## src/rtl/maze_pkg.sv

```systemverilog
// Shared types for the maze solver.
//   state_t   : solver FSM states
//   dir_t     : per-cell pointer toward the goal recorded during the flood
//   rc_t      : row/column pair
//   idx_to_rc : split a row-major cell index into row and column
package maze_pkg;

  typedef enum logic [2:0] {
    IDLE,
    LOAD,
    FLOOD,
    WALK,
    FAIL
  } state_t;

  typedef enum logic [1:0] {
    UP,
    LEFT,
    DOWN,
    RIGHT
  } dir_t;

  typedef struct packed {
    int unsigned row;
    int unsigned col;
  } rc_t;

  function automatic rc_t idx_to_rc(input int unsigned idx, input int unsigned dim);
    rc_t rc;
    rc.row = idx / dim;
    rc.col = idx % dim;
    return rc;
  endfunction

endpackage

```

## src/rtl/maze_wavefront.sv

```systemverilog
// One combinational step of the flood fill from the goal.
//   maze         in   DIM*DIM  1 = wall, row-major
//   visited      in   DIM*DIM  cells already reached by the flood
//   next_visited out  DIM*DIM  visited plus cells reached this step
//   dir          out  DIM*DIM  pointer to the visited neighbour (up, left, down, right priority)
//   any_new      out  1        at least one cell was reached this step
module maze_wavefront
  import maze_pkg::*;
#(
  parameter int unsigned DIM = 15,
  localparam int unsigned N = DIM * DIM
) (
  input  logic [N-1:0] maze,
  input  logic [N-1:0] visited,
  output logic [N-1:0] next_visited,
  output dir_t         dir [N],
  output logic         any_new
);

  logic [N-1:0] up_ok, down_ok, left_ok, right_ok;
  logic [N-1:0] from_up, from_left, from_down, from_right;
  logic [N-1:0] newly;

  // Cells on the array edge have no neighbour on that side.
  always_comb begin
    up_ok    = '0;
    down_ok  = '0;
    left_ok  = '0;
    right_ok = '0;
    for (int unsigned i = 0; i < N; i++) begin
      rc_t rc;
      rc          = idx_to_rc(i, DIM);
      up_ok[i]    = (rc.row != 0);
      down_ok[i]  = (rc.row != DIM - 1);
      left_ok[i]  = (rc.col != 0);
      right_ok[i] = (rc.col != DIM - 1);
    end
  end

  // Neighbour visited-ness gathered with whole-vector shifts: bit i of
  // (visited << DIM) is the cell one row above cell i, and so on.
  always_comb begin
    from_up      = (visited << DIM) & up_ok;
    from_down    = (visited >> DIM) & down_ok;
    from_left    = (visited << 1) & left_ok;
    from_right   = (visited >> 1) & right_ok;
    newly        = ~maze & ~visited & (from_up | from_left | from_down | from_right);
    next_visited = visited | newly;
    any_new      = |newly;
  end

  always_comb begin
    for (int unsigned i = 0; i < N; i++) begin
      if (from_up[i]) begin
        dir[i] = UP;
      end else if (from_left[i]) begin
        dir[i] = LEFT;
      end else if (from_down[i]) begin
        dir[i] = DOWN;
      end else begin
        dir[i] = RIGHT;
      end
    end
  end

endmodule

```

## src/rtl/maze_path_solver.sv

```systemverilog
// Serial-load maze solver: loads a DIM x DIM maze one bit per in_valid,
// floods from the goal (DIM-2,DIM-2) until the start (1,1) is reached, then
// streams the shortest path start->goal, or pulses maze_not_valid.
//   clk            in   1   rising-edge clock
//   rst_n          in   1   asynchronous active-low reset
//   in_valid       in   1   maze bit valid
//   maze           in   1   cell value, row-major from (0,0); 1 = wall
//   out_valid      out  1   out_x/out_y carry a path coordinate
//   maze_not_valid out  1   one-cycle pulse when no path exists
//   out_x          out  CW  row of the path cell
//   out_y          out  CW  column of the path cell
module maze_path_solver
  import maze_pkg::*;
#(
  parameter int unsigned DIM = 15,
  localparam int unsigned CW = $clog2(DIM)
) (
  input  logic          clk,
  input  logic          rst_n,
  input  logic          in_valid,
  input  logic          maze,
  output logic          out_valid,
  output logic          maze_not_valid,
  output logic [CW-1:0] out_x,
  output logic [CW-1:0] out_y
);

  localparam int unsigned N     = DIM * DIM;
  localparam int unsigned IW    = $clog2(N);
  localparam int unsigned START = DIM + 1;
  localparam int unsigned GOAL  = (DIM - 2) * DIM + (DIM - 2);

  state_t         state, state_nxt;
  logic [N-1:0]   maze_q, visited_q, wf_next;
  dir_t           dir_q [N];
  dir_t           wf_dir [N];
  logic           wf_any_new;
  logic [IW-1:0]  cnt;
  logic [CW-1:0]  cur_r, cur_c;
  logic [IW-1:0]  cur_idx;
  logic           load_done, ends_blocked, at_goal;

  maze_wavefront #(.DIM(DIM)) u_wavefront (
    .maze         (maze_q),
    .visited      (visited_q),
    .next_visited (wf_next),
    .dir          (wf_dir),
    .any_new      (wf_any_new)
  );

  always_comb begin
    cur_idx      = IW'(cur_r * DIM + cur_c);
    load_done    = in_valid && (cnt == IW'(N - 1));
    ends_blocked = maze_q[START] || maze_q[GOAL];
    at_goal      = (cur_r == CW'(DIM - 2)) && (cur_c == CW'(DIM - 2));
  end

  always_ff @(posedge clk or negedge rst_n) begin
    if (!rst_n) begin
      state <= IDLE;
    end else begin
      state <= state_nxt;
    end
  end

  always_comb begin
    state_nxt      = state;
    out_valid      = 1'b0;
    maze_not_valid = 1'b0;
    out_x          = '0;
    out_y          = '0;
    case (state)
      IDLE:  if (in_valid) state_nxt = LOAD;
      LOAD:  if (load_done) state_nxt = FLOOD;
      FLOOD: begin
        if (ends_blocked) begin
          state_nxt = FAIL;
        end else if (wf_next[START]) begin
          state_nxt = WALK;
        end else if (!wf_any_new) begin
          state_nxt = FAIL;
        end
      end
      WALK: begin
        out_valid = 1'b1;
        out_x     = cur_r;
        out_y     = cur_c;
        if (at_goal) state_nxt = IDLE;
      end
      FAIL: begin
        maze_not_valid = 1'b1;
        state_nxt      = IDLE;
      end
      default: state_nxt = IDLE;
    endcase
  end

  always_ff @(posedge clk or negedge rst_n) begin
    if (!rst_n) begin
      maze_q    <= '0;
      visited_q <= '0;
      cnt       <= '0;
      cur_r     <= '0;
      cur_c     <= '0;
      for (int unsigned i = 0; i < N; i++) begin
        dir_q[i] <= UP;
      end
    end else begin
      case (state)
        IDLE: begin
          if (in_valid) begin
            maze_q[0] <= maze;
            cnt       <= IW'(1);
          end
        end
        LOAD: begin
          if (in_valid) begin
            maze_q[cnt] <= maze;
            cnt         <= cnt + IW'(1);
            if (load_done) begin
              // Seed the flood with the goal as the maze completes.
              cnt             <= '0;
              visited_q       <= '0;
              visited_q[GOAL] <= 1'b1;
            end
          end
        end
        FLOOD: begin
          if (!ends_blocked) begin
            visited_q <= wf_next;
            for (int unsigned i = 0; i < N; i++) begin
              if (wf_next[i] && !visited_q[i]) dir_q[i] <= wf_dir[i];
            end
            if (wf_next[START]) begin
              cur_r <= CW'(1);
              cur_c <= CW'(1);
            end
          end
        end
        WALK: begin
          if (!at_goal) begin
            case (dir_q[cur_idx])
              UP:    cur_r <= cur_r - CW'(1);
              LEFT:  cur_c <= cur_c - CW'(1);
              DOWN:  cur_r <= cur_r + CW'(1);
              RIGHT: cur_c <= cur_c + CW'(1);
              default: cur_r <= cur_r;
            endcase
          end
        end
        default: cnt <= cnt;
      endcase
    end
  end

endmodule
```

## config.mk

```make
export PLATFORM = sky130hd
export DESIGN_NAME = maze_path_solver
export DESIGN_NICKNAME = d
export VERILOG_FILES = /design/src/rtl/maze_pkg.sv /design/src/rtl/maze_wavefront.sv /design/src/rtl/maze_path_solver.sv
export SDC_FILE = /design/constraint.sdc
export NUM_CORES = 2
export LEC_CHECK = 0
export CORE_MARGIN = 3
export CORE_UTILIZATION = 64
export CTS_CLUSTER_DIAMETER = 50
export DETAILED_ROUTE_END_ITERATION = 10
export PLACE_DENSITY_LB_ADDON = 0.2
export SLEW_MARGIN = 25
export SYNTH_ARGS = -nofsm -noshare
export SYNTH_HDL_FRONTEND = slang
export SYNTH_SLANG_ARGS = --single-unit
```

## constraint.sdc

```tcl
create_clock -name clk -period 7.96 [get_ports clk]
set_input_delay 1.99 -clock clk [delete_from_list [all_inputs] [get_ports clk]]
set_output_delay 1.99 -clock clk [all_outputs]
set_load 0.02 [all_outputs]
```

**After elaboration in Yosys (flattened, before gate mapping)**

Index checks and enable logic that the tools add are counted.

- $add $sub $neg: 6
- $mul: 1
- Equality and inequality tests: 20
- Mux-type cells: 666
- Reduce and logical (&&, ||, !) cells: 691
- $lt $le $gt $ge: 3
- Bitwise logic cells: 10

Operator list:

| cell | count |
|---|---|
| 2-bit 2-to-1 mux | 422 |
| 3-bit AND reduction | 226 |
| 225-bit 2-to-1 mux | 3 |
| 225-bit AND | 2 |
| 225-bit inverter | 2 |
| 225-bit OR | 2 |
| 225-bit case mux with 2 select lines | 1 |
| 1-bit logical AND | 228 |
| 225-bit bitwise mux | 1 |
| 1-bit logical NOT | 225 |
| 225-bit by 210-bit OR with 225-bit output | 1 |
| 225-bit by 224-bit OR with 225-bit output | 1 |
| 225-bit OR reduction | 1 |
| 1-bit 2-to-1 mux | 215 |
| 4-bit case mux with 2 select lines | 4 |
| 4-bit 2-to-1 mux | 6 |
| 8-bit 2-to-1 mux | 3 |
| 3-bit 2-to-1 mux | 6 |
| 2-bit binary-select mux with 8-bit select | 1 |
| 8-bit case mux with 2 select lines | 1 |
| 2-bit != test, second input constant | 7 |
| 3-bit case mux with 4 select lines | 1 |
| 5-bit AND reduction | 2 |
| 9-bit greater-or-equal comparator, second input constant | 1 |
| 26 further kinds | 35 |

- Logic and storage cells: 1,629
- Bits in registers: 919
- Input bits: 4

**Longest topological paths before layout**

- Word-level depth: 10
- Depth in mapped cells: 24
- Depth with buffers taken out: 22

**Cells and area by module**

From an unflattened synthesis, not the netlist that was laid out.

- Cell total of the unflattened synthesis: 4,612
- Area, all modules: 48,784.3 sq um

Modules (own cells, without submodules):

| module | times used | cells each | seq. area each (sq um) | area each (sq um) |
|---|---|---|---|---|
| maze_path_solver | 1 | 3,429 | 22,997.1 | 42,136.7 |
| maze_wavefront | 1 | 1,183 | 0.0 | 6,647.6 |

**Worst setup path after synthesis**

Ideal clock, no wire load.

- Kind: register -> register
- Start: reg cur_r[2]
- End: reg cur_r[3]
- Slack: 1,916 ps
- Clock period less this slack: 6,044 ps
- Required time: 7,873 ps
- Data arrival time: 5,957 ps
- Stages on the path, launching flop included: 21
- Path buffers: 2
- Cell sequence: dfrtp_1 > fa_1 > fa_1 > inv_1 > fa_1 > inv_1 > ha_1 > xnor2_1 > clkbuf_1 > clkbuf_1 > mux4_2 > a2111oi_2 > o21ai_2 > o221ai_2 > or2_2 > ha_1 > a21o_2 > a21o_2 > and4_4 > or4_1 > o211ai_1

- Cells in the longest elaborated chain, start to end: 10
- Elaborated cells on any way between the ends: 18
- Classes of those cells: 3 x add/sub; 1 x mul; 4 x eq/ne; 6 x mux; 1 x bitwise; 3 x reduce/logical

RTL lines:

| item | line | text |
|---|---|---|
| from (decl) | maze_path_solver.sv:39 | `logic [CW-1:0] cur_r, cur_c;` |
| from (signal assigned) | maze_path_solver.sv:143 | `UP: cur_r <= cur_r - CW'(1);` |
| from (signal assigned) | maze_path_solver.sv:145 | `DOWN: cur_r <= cur_r + CW'(1);` |
| from (signal assigned) | maze_path_solver.sv:147 | `default: cur_r <= cur_r;` |
| 4-bit by 4-bit multiplier with 8-bit output | maze_path_solver.sv:52 | `cur_idx = IW'(cur_r * DIM + cur_c);` |
| 8-bit by 4-bit adder with 8-bit output | maze_path_solver.sv:52 |  |
| 8-bit inverter with 9-bit output (implied by the code) | maze_path_solver.sv:142 | `case (dir_q[cur_idx])` |
| 2-bit binary-select mux with 8-bit select | maze_path_solver.sv:142 |  |
| 2-bit 2-to-1 mux (implied by the code) (2 in series) | maze_path_solver.sv:142 |  |
| 2-bit == test or 2-bit logical NOT (tied branches) | maze_path_solver.sv:142 |  |
| 4-bit case mux with 2 select lines | maze_path_solver.sv:142 |  |
| 4-bit 2-to-1 mux | maze_path_solver.sv:141 | `if (!at_goal) begin` |
| 4-bit case mux with 2 select lines | maze_path_solver.sv:109 | `case (state)` |

Parallel ways exist; a longest one is shown, timed or not. The select of a mux whose other input is x is not followed.
A chain may end at the register's enable or synchronous reset.

**Final worst setup path**

Ends and elaborated chain as after synthesis.

==> out/metrics.csv <==
metric,value,unit
outcome,completed,
synth-seq-cells,918,
synthArstFlopShare,100.0,%
worstPathCellList,fa_1 -> fa_1 -> inv_1 -> fa_4 -> mux4_2 -> mux4_2 -> mux2i_1 -> nand4_1 -> o211a_2 -> nand3_1 -> or2_2 -> ha_1 -> a21o_2 -> a21o_2 -> and4_4 -> or4_1 -> o211ai_1,
clock_path_buffers,3,
routed-via-count,34720,
tightest_slew,1.166,ns
cpPeakStageDelay,1.38,ns
nets,4007,
dr.pass1.iters,6,
finClkSkew,0.03880,ns
max_slew_margin,22.10,%
drt-total-wl,151.6,mm
cp_max_fo,50,
clk_latency,0.69,ns
syn_area_per_cell,11.30,um2
hold_start,dir_q[428]$_DFFE_PN0P_,
gr-usage-all-layers,41.68,%
cts_sinks,918,
drv_cap,0,
cts-root-buf,clkbuf_16,
first_iter_violations,5208,
synth_cells,3937,
switchingPower,2907,uW
layout-drive-gt1-share,26.30,%
start_util,64.75,%
powerDensity,225.4,nW/um2
p_int,8250,uW
syn_nets,3977,
drc,0,
crit_slowest_cell,fa_4,
htreeDepth,3,
synthTopCellsByCount,"918 x dfrtp_1, 606 x mux2_2, 426 x a21oi_1",
r2r_slack,1.06,ns
seq_power_share,43.7,%
grt_pass1_vias,34220,
synth_area_leaders,"dfrtp_1 52%, mux2_2 15%, mux4_2 5.7%, a21oi_1 4.8%, nand2_1 3.4%",
endpoint,cur_r[3]$_DFFE_PN0P_,
syn_area,44490,um2
synth_cell_types,84,
ir_drop,0.1653,mV
cts_setup_buffers,0,
synth_largest_area_cell,dfrtp_1,
clk_pin_slew_worst_paths,0.06,ns
via_per_inst,6.963,
crit_start,cur_r[2]$_DFFE_PN0P_,
end_kind,flip-flop,
grt_max_degree,166,
required,8.53,ns
synth_edf_count,0,
routedWlPerCell,30.40,um
synth_top_area_share,51.64,%
worst_setup_path_start_kind,flip-flop,
dieWidth,269.7,um
die_h,269.7,um
antenna_found_initial,5,
critPathKind,reg2reg,
share_comb_of_total_power,9.6,%
numCtsBuffers,105,
hp-class,reg2reg,
swShare,26.06,%
post-route-period-util,86.65,%
rows,96,
fin_tns_setup,0,ns
reg2reg_depth,17,
grt_pass1_wl,225.1,mm
post-synth-top-count-cell,dfrtp_1,
synth_flop_cell,dfrtp_1,
io_pins,14,
p_leak,0.02319,uW
area_growth,11.26,%
reg2reg_from,cur_r[2]$_DFFE_PN0P_,
setup_viol,0,
slew_viol_final,0,
coreArea,68710,um2
gp_congestion,0.9924,
ant_nets,0,
rr_endpoint,cur_r[3]$_DFFE_PN0P_,
synth-seq-area-share,51.64,%
die_area,72710,um2
clkPwrFrac,46.7,%
hold_violations,0,
tritoncts,yes,
yosys_warnings,0,
fin_hold_ws,0.4780,ns
fmax,0.1450,GHz
portBuffers,13,
cts_resized,0,
fin_crit,6.898,ns
rsz0062_at_grt,false,
grt-ovfl-total,0,
arrival,7.47,ns
hpwlAfterDp,109.3,mm
hold_buffers,0,
-- kinds of logic after synthesis --
logic type / Yosys count / share of synthesized area [%]
mux: 752 / 22.09
buf+inv: 393 / 3.743
fa+ha+maj: 36 / 1.164
flops: 918 / 51.64
simple gates: 1038 / 10.18
xor+xnor: 7 / 0.2391
compound gates: 793 / 10.94
-- flip-flops by register name (all words and copies together) (netlist names) --
name       count
cnt            8
cur_c          4
cur_r          4
dir_q        449
maze_q       225
state          3
visited_q    225
-- metrics by stage --
stage / instances / setup WS, ns / cell area (um2) / util [%] / total power [uW]
6_report: 4986 / 1.062 / 49500 / 72.04 / 11160
3_5_place_dp: 4791 / 1.199 / 45710 / 66.53 / 6006
3_3_place_gp: 4791 / 1.229 / 45690 / 66.50 / 5986
2_1_floorplan: 3937 / 1.916 / 44490 / - / 5552
5_1_grt: 4984 / 0.7456 / 49490 / 72.04 / 11420
4_1_cts: 4984 / 1.105 / 49460 / 71.99 / 11130
-- cells in the final DEF, fill, tap and decap left out, drive strengths merged, types with 4 or more instances in the layout --
cell	n
dfrtp	918
mux2	606
a21oi	427
nand2	398
nor2	367
inv	253
a211oi	158
clkbuf	137
mux4	121
o21ai	75
or2	63
a211o	61
buf	58
nor3	56
nor4	39
nand4	30
ha	27
nand3	26
mux2i	25
clkinv	24
o31ai	21
bufinv	16
or4	14
nand2b	13
clkdlybuf4s50	11
clkinvlp	10
fa	9
and3	7
nor2b	6
a31oi	6
or3	5
a21o	5
and2	5
o211ai	4
nor3b	4
xor2	4
a2111oi	4
-- cell type report --
cell class | instances | area [um2]
repair buffers | 69 | 681.9
inverters | 247 | 927.1
flip-flops and latches | 918 | 22970
clock buffers | 137 | 2939
multi-input cells | 2626 | 20000
diodes | 2 | 5.005
well taps | 931 | 1165
clock inverters | 56 | 807.0
fillers | 4874 | 19210
-- worst max-delay path, delay by kind of cell, from the launching register on --
family                     cells  cell delay, ns
DFF                            1            0.56
adders and majority gates      4            2.74
muxes                          3            1.53
and+or+nand+nor                5            1.14
AOI/OAI and AO/OA              4            0.70
buffers and inverters          1            0.08
-- worst min-delay path by stage --
stage                              to  slack (ns)  cells past startpoint
6_report       dir_q[428]$_DFFE_PN0P_        0.48                      2
5_1_grt        dir_q[179]$_DFFE_PN0P_        0.50                      2
4_1_cts        dir_q[428]$_DFFE_PN0P_        0.48                      2
3_5_place_dp   dir_q[428]$_DFFE_PN0P_        0.47                      2
3_3_place_gp    dir_q[12]$_DFFE_PN0P_        0.46                      2
2_1_floorplan  dir_q[449]$_DFFE_PN0P_        0.43                      1
-- metal layers --
metal / GRT usage, % / part of all wire, %
met1: 57.74 / 38
met2: 59.92 / 43
met3: 12.62 / 13
met4: 21.68 / 6.3
met5: 0 / 0.036
-- power by group through the flow --
stage	logic [uW]	clock network (uW)	registers, uW
2_1_floorplan	650	0	4900
3_3_place_gp	1030	0	4950
3_5_place_dp	1050	0	4960
4_1_cts	1050	5200	4870
5_1_grt	1130	5400	4890
6_report	1070	5210	4880
(Power assumes the default switching activity.)
